==> config.mk <==
export PLATFORM = sky130hd
export DESIGN_NAME = sdram_port_arbiter
export DESIGN_NICKNAME = d
export VERILOG_FILES = /design/src/rtl/sdram_test_pkg.sv /design/src/rtl/sdram_port_arbiter_rr_select.sv /design/src/rtl/sdram_port_arbiter.sv
export SDC_FILE = /design/constraint.sdc
export NUM_CORES = 1
export LEC_CHECK = 0
export ABC_CLOCK_PERIOD_IN_PS = 11500
export BUFFER_PORTS_ARGS = -buffer_cell sky130_fd_sc_hd__buf_4
export CORE_ASPECT_RATIO = 1.25
export CORE_MARGIN = 1
export CORE_UTILIZATION = 35
export DETAILED_ROUTE_END_ITERATION = 7
export GPL_TIMING_DRIVEN = 0
export PLACE_DENSITY = 0.59
export SLEW_MARGIN = 20
export SYNTH_ARGS = -nofsm -noshare
export SYNTH_HDL_FRONTEND = slang
export SYNTH_SLANG_ARGS = --single-unit
==> constraint.sdc <==
create_clock -name clk -period 11.5 [get_ports clk]
set_input_delay 0.575 -clock clk [delete_from_list [all_inputs] [get_ports clk]]
set_output_delay 0.575 -clock clk [all_outputs]
set_load 0.02 [all_outputs]
==> src/rtl/sdram_test_pkg.sv <==
// Shared types and constants for the SDRAM stress-test blocks (arbiter, port testers).
package sdram_test_pkg;

  typedef enum logic [1:0] {IDLE, WAIT, DONE} state_t;

  localparam int ADDRW_DEF = 22;
  localparam int DATAW_DEF = 16;

  function automatic int idx_w(input int n);
    return $clog2(n);
  endfunction

endpackage

==> src/rtl/sdram_port_arbiter_rr_select.sv <==
// Round-robin pick: first set req bit searched upward from last+1, wrapping modulo N.
// Purely combinational, zero latency; no flow control of its own.
module rr_select
  import sdram_test_pkg::*;
#(
  parameter  int N  = 5,
  localparam int IW = idx_w(N)
) (
  input  logic [N-1:0]  req,
  input  logic [IW-1:0] last,
  output logic [IW-1:0] grant_idx,
  output logic          any
);

  logic [2*N-1:0] dbl;
  logic [2*N-1:0] shifted;
  logic [N-1:0]   rot;

  always_comb begin
    dbl       = {req, req};
    shifted   = dbl >> (int'(last) + 1);
    rot       = shifted[N-1:0];
    any       = |req;
    grant_idx = '0;
    // Descending scan so the lowest rotated position wins, then map back to a port index.
    for (int k = N - 1; k >= 0; k--) begin
      if (rot[k]) grant_idx = IW'((int'(last) + 1 + k) % N);
    end
  end

endmodule

==> src/rtl/sdram_port_arbiter.sv <==
// Shares one SDRAM controller port among NPORTS requesters, round-robin, one word at a time.
// dn_req one cycle after up_req; up_ack one cycle after dn_ack (or watchdog expiry); requesters wait by holding up_req.
module sdram_port_arbiter
  import sdram_test_pkg::*;
#(
  parameter  int NPORTS  = 5,
  parameter  int ADDRW   = ADDRW_DEF,
  parameter  int DATAW   = DATAW_DEF,
  parameter  int TIMEOUT = 255,
  localparam int IW      = idx_w(NPORTS),
  localparam int TW      = (TIMEOUT == 0) ? 1 : $clog2(TIMEOUT + 1)
) (
  input  logic                    clk,
  input  logic                    reset_n,
  input  logic [NPORTS-1:0]       up_req,
  input  logic [NPORTS-1:0]       up_we,
  input  logic [NPORTS*ADDRW-1:0] up_addr,
  input  logic [NPORTS*DATAW-1:0] up_wdata,
  output logic [NPORTS-1:0]       up_ack,
  output logic                    up_err,
  output logic [DATAW-1:0]        up_rdata,
  output logic                    dn_req,
  output logic                    dn_we,
  output logic [ADDRW-1:0]        dn_addr,
  output logic [DATAW-1:0]        dn_wdata,
  input  logic                    dn_ack,
  input  logic [DATAW-1:0]        dn_rdata,
  output logic                    busy,
  output logic [IW-1:0]           last_grant,
  output logic                    timeout_pulse
);

  localparam logic [TW-1:0]     TLIM = TW'((TIMEOUT == 0) ? 0 : TIMEOUT - 1);
  localparam logic [NPORTS-1:0] ONE  = NPORTS'(1);

  state_t        state;
  logic [IW-1:0] idx;
  logic [TW-1:0] timer;
  logic [IW-1:0] sel;
  logic          sel_any;
  logic          expire;

  rr_select #(.N(NPORTS)) u_sel (
    .req       (up_req),
    .last      (last_grant),
    .grant_idx (sel),
    .any       (sel_any)
  );

  assign expire = (TIMEOUT != 0) && (timer == TLIM);

  always_ff @(posedge clk or negedge reset_n) begin
    if (!reset_n) begin
      state         <= IDLE;
      idx           <= '0;
      timer         <= '0;
      busy          <= 1'b0;
      dn_req        <= 1'b0;
      dn_we         <= 1'b0;
      dn_addr       <= '0;
      dn_wdata      <= '0;
      up_ack        <= '0;
      up_err        <= 1'b0;
      up_rdata      <= '0;
      timeout_pulse <= 1'b0;
      last_grant    <= IW'(NPORTS - 1);
    end else begin
      case (state)
        IDLE: begin
          if (sel_any) begin
            idx      <= sel;
            dn_req   <= 1'b1;
            dn_we    <= up_we[sel];
            dn_addr  <= up_addr[sel*ADDRW +: ADDRW];
            dn_wdata <= up_wdata[sel*DATAW +: DATAW];
            timer    <= '0;
            busy     <= 1'b1;
            state    <= WAIT;
          end
        end
        WAIT: begin
          timer <= timer + 1'b1;
          // A real ack beats a simultaneous watchdog expiry.
          if (dn_ack) begin
            dn_req     <= 1'b0;
            up_rdata   <= dn_rdata;
            up_ack     <= ONE << idx;
            up_err     <= 1'b0;
            last_grant <= idx;
            state      <= DONE;
          end else if (expire) begin
            dn_req        <= 1'b0;
            up_rdata      <= '0;
            up_ack        <= ONE << idx;
            up_err        <= 1'b1;
            timeout_pulse <= 1'b1;
            last_grant    <= idx;
            state         <= DONE;
          end
        end
        DONE: begin
          // One-cycle holdoff so a requester dropping up_req on its ack is not re-granted.
          up_ack        <= '0;
          up_err        <= 1'b0;
          timeout_pulse <= 1'b0;
          busy          <= 1'b0;
          state         <= IDLE;
        end
        default: state <= IDLE;
      endcase
    end
  end

endmodule

==> results.yml <==
run_status:
  status: "finished, final reports clean"
floorplanning:
  num_rows: 58
  io_pins: 286
  die_w_um: 132
  dieArea_mm2: 0.0216
  fp.dieH_um: 164
  coreArea_mm2: 0.0203
  initial_core_util_pct: 36.1
worst_setup_path:
  cp_slowest_cell: "o41ai_4"
  critPathKind: "reg -> reg"
  endpoint: "dn_addr[10]"
  crit_buf_inv: 10
  rr_worst_depth: 24
  cpPeakStageDelay_ns: 0.61
  cp-end-kind: "flip-flop"
  reg2reg_to: "dn_addr[10]"
  worstPathArrival_ns: 8.04
  path_cells: "buf_6 -> buf_2 -> buf_1 -> inv_1 -> ha_1 -> buf_1 -> inv_1 -> ha_1 -> buf_2 -> clkbuf_1 -> nand3_1 -> o21ai_0 -> inv_1 -> ha_1 -> maj3_1 -> o21ai_1 -> a21oi_1 -> a31oi_1 -> a211oi_1 -> a31o_2 -> o41ai_4 -> buf_2 -> mux2i_1 -> o221a_1"
  cp.depth: 24
  crit_path_start_kind: "flip-flop"
  cp_max_fo: 10
  critPathRequiredTime_ns: 11.77
  reg2reg_from: "last_grant[0]"
  timing.reg2reg.setup_slack_ns: 3.74
  cp_top_family: "buffers and inverters"
  cp-startpoint: "last_grant[0]"
clock_network:
  ctsResizeCount: 0
  cts.sinks: 80
  clk_latency_ns: 0.34
  clkTransAtPathRegs_ns: 0.07
  htreeDepth: 3
  postCtsHoldBufs: 0
  clock_path_buffers: 2
  cts_buffers: 9
  root_buffer: "clkbuf_16"
  cts_setup_buffers: 0
  cts_tree: "yes"
sta:
  setup-violations-final: 0
  fmax_ghz: 0.129
  final_hold_viol_count: 0
  tns_ns: 0
  tightest_slew_ns: 0.744
  drv_slew: 0
  period_needed_ns: 7.76
  relSlewSlack_pct: 50.4
  clock_skew_ns: 0.0110
  rsz0062_at_grt: "false"
  period_share_pct: 67.5
layout:
  final_common_cell: "buf_4"
  fin_nets: 1335
  fillers: 2027
  area_delta_synth_final_pct: 37.7
  layout-drive-gt1-share_pct: 35.6
  fin_cells: 1351
  n_antenna_cell: 0
  final_cell_mix: "buf_4, mux2i_1, dfrtp_1"
grt:
  grt_pass1_vias: 7033
  grt.total_usage_pct: 23.8
  antenna_found_initial: 0
  grt_overflow: 0
  grt_first_pass_wirelength_um: 39600
  grt_max_degree: 81
synthesis:
  ys_types: 89
  synth_top_cell_area_share_pct: 26.9
  syn_inst: 780
  syn_avg_cell_area_um2: 9.41
  synth_area_leaders: "dfrtp_1, mux2i_1, ha_1, a21o_1, o221a_2"
  syn-num-nets: 1039
  ys_seq_area_share_pct: 27.3
  syn-cell-area_mm2: 0.00734
  synth_edf_count: 0
  synth_seq_cells: 80
  async_flop_share_pct: 100
  synthFlopType: "dfrtp_1"
  yosysWarnings: 0
  yosysTopAreaCell: "dfrtp_1"
drt:
  viasPerCell: 5.34
  routed_wl_um: 26300
  firstDrtPassIters: 5
  vias: 7209
  wl_per_cell_um: 19.5
  drc_errors: 0
  drt_iter0_drc: 348
  ant_nets: 0
job:
  drv_cap: 0
power:
  power_density_mw_per_mm2: 418
  p_leak_nw: 4.86
  irDropWorstVdd_uv: 263
placement:
  post-place-cells: 1335
  port_buffers: 285
  routabilityCongestion: 0.941
  dp_hpwl_um: 21500
worst_hold_path:
  hp-class: "in -> async"
[registers in the layout, indices dropped and copies added (netlist names), 2 cells and up]
register,count
last_grant,3
timer,8
state,2
idx,3
up_ack,5
dn_addr,22
up_rdata,16
dn_wdata,16
[cell type report]
cell class | count | area (um2) | area share, %
tap | 270 | 338 | 3.34
sequential | 80 | 2000 | 19.8
buffer | 57 | 320 | 3.17
clock inverter | 5 | 41.3 | 0.409
clock buffer | 11 | 243 | 2.40
multi-input combinational | 603 | 4860 | 48.1
inverter | 40 | 153 | 1.51
timing repair buffer | 285 | 2140 | 21.2
[synthesized netlist by cell type, drive strengths merged, types with 7 or more instances]
cell type / instances
a21o: 44
a21oi: 22
a22o: 20
buf: 34
clkbuf: 23
dfrtp: 79
ha: 40
inv: 40
mux2: 7
mux2i: 123
nand2: 48
nand2b: 13
nand3: 10
nor2: 34
nor3: 10
o21ai: 46
o221a: 39
or3: 7
xnor2: 13
xor2: 7
[stage by stage]
stage	utilization (%)	power (mW)	cell area, um2	hold WS, ns	setup slack (ns)
2_1_floorplan	-	3.06	7340	0.279	5.30
3_3_place_gp	48.3	3.95	9820	0.461	3.69
3_5_place_dp	48.3	3.97	9820	0.474	3.65
4_1_cts	49.7	4.24	10100	0.440	3.61
5_1_grt	49.7	4.55	10100	0.325	3.17
6_report	49.7	4.22	10100	0.260	3.74
[power breakdown]
| part | total, mW | internal [mW] | switching [mW] |
|---|---|---|---|
| clock network | 0.273 | 0.154 | 0.119 |
| logic | 3.43 | 1.55 | 1.88 |
| registers | 0.515 | 0.427 | 0.0880 |
| total | 4.22 | 2.13 | 2.09 |
[worst min-delay path by stage]
stage                         end  slack, ns           from  cells after the start
finish                up_rdata[0]       0.26        reset_n                      1
global route           dn_addr[9]       0.33        reset_n                      1
CTS                  up_rdata[15]       0.44   dn_rdata[15]                      2
detailed placement  timeout_pulse       0.47  timeout_pulse                      2
global placement        up_ack[1]       0.46      up_ack[1]                      2
floorplan                    busy       0.28        reset_n                      0
[worst register-to-register path, cell delays in order, from the launching register on]
cell,delay (ns)
dfrtp_1,0.58
buf_6,0.22
buf_2,0.24
buf_1,0.41
inv_1,0.21
ha_1,0.60
buf_1,0.50
inv_1,0.29
ha_1,0.35
buf_2,0.18
clkbuf_1,0.39
nand3_1,0.16
o21ai_0,0.18
inv_1,0.11
ha_1,0.27
maj3_1,0.35
o21ai_1,0.31
a21oi_1,0.14
a31oi_1,0.26
a211oi_1,0.16
a31o_2,0.29
o41ai_4,0.61
buf_2,0.42
mux2i_1,0.29
o221a_1,0.21
[kinds of logic after synthesis]
logic type      share of synthesized area, %
compound gates                          27.2
xor+xnor                                2.39
fa+ha+maj                               7.25
buf+inv                                 6.44
flops                                   27.3
mux                                     17.9
simple gates                            11.5
[routing by layer]
layer	vias up	wire [um]	GRT usage, %
li1	3525	-	-
met4	0	408	5.81
met3	22	1220	3.95
met5	-	0	0
met2	201	13900	44.1
met1	3461	10800	28.3
Note: power is estimated with default switching activity, not from simulation.
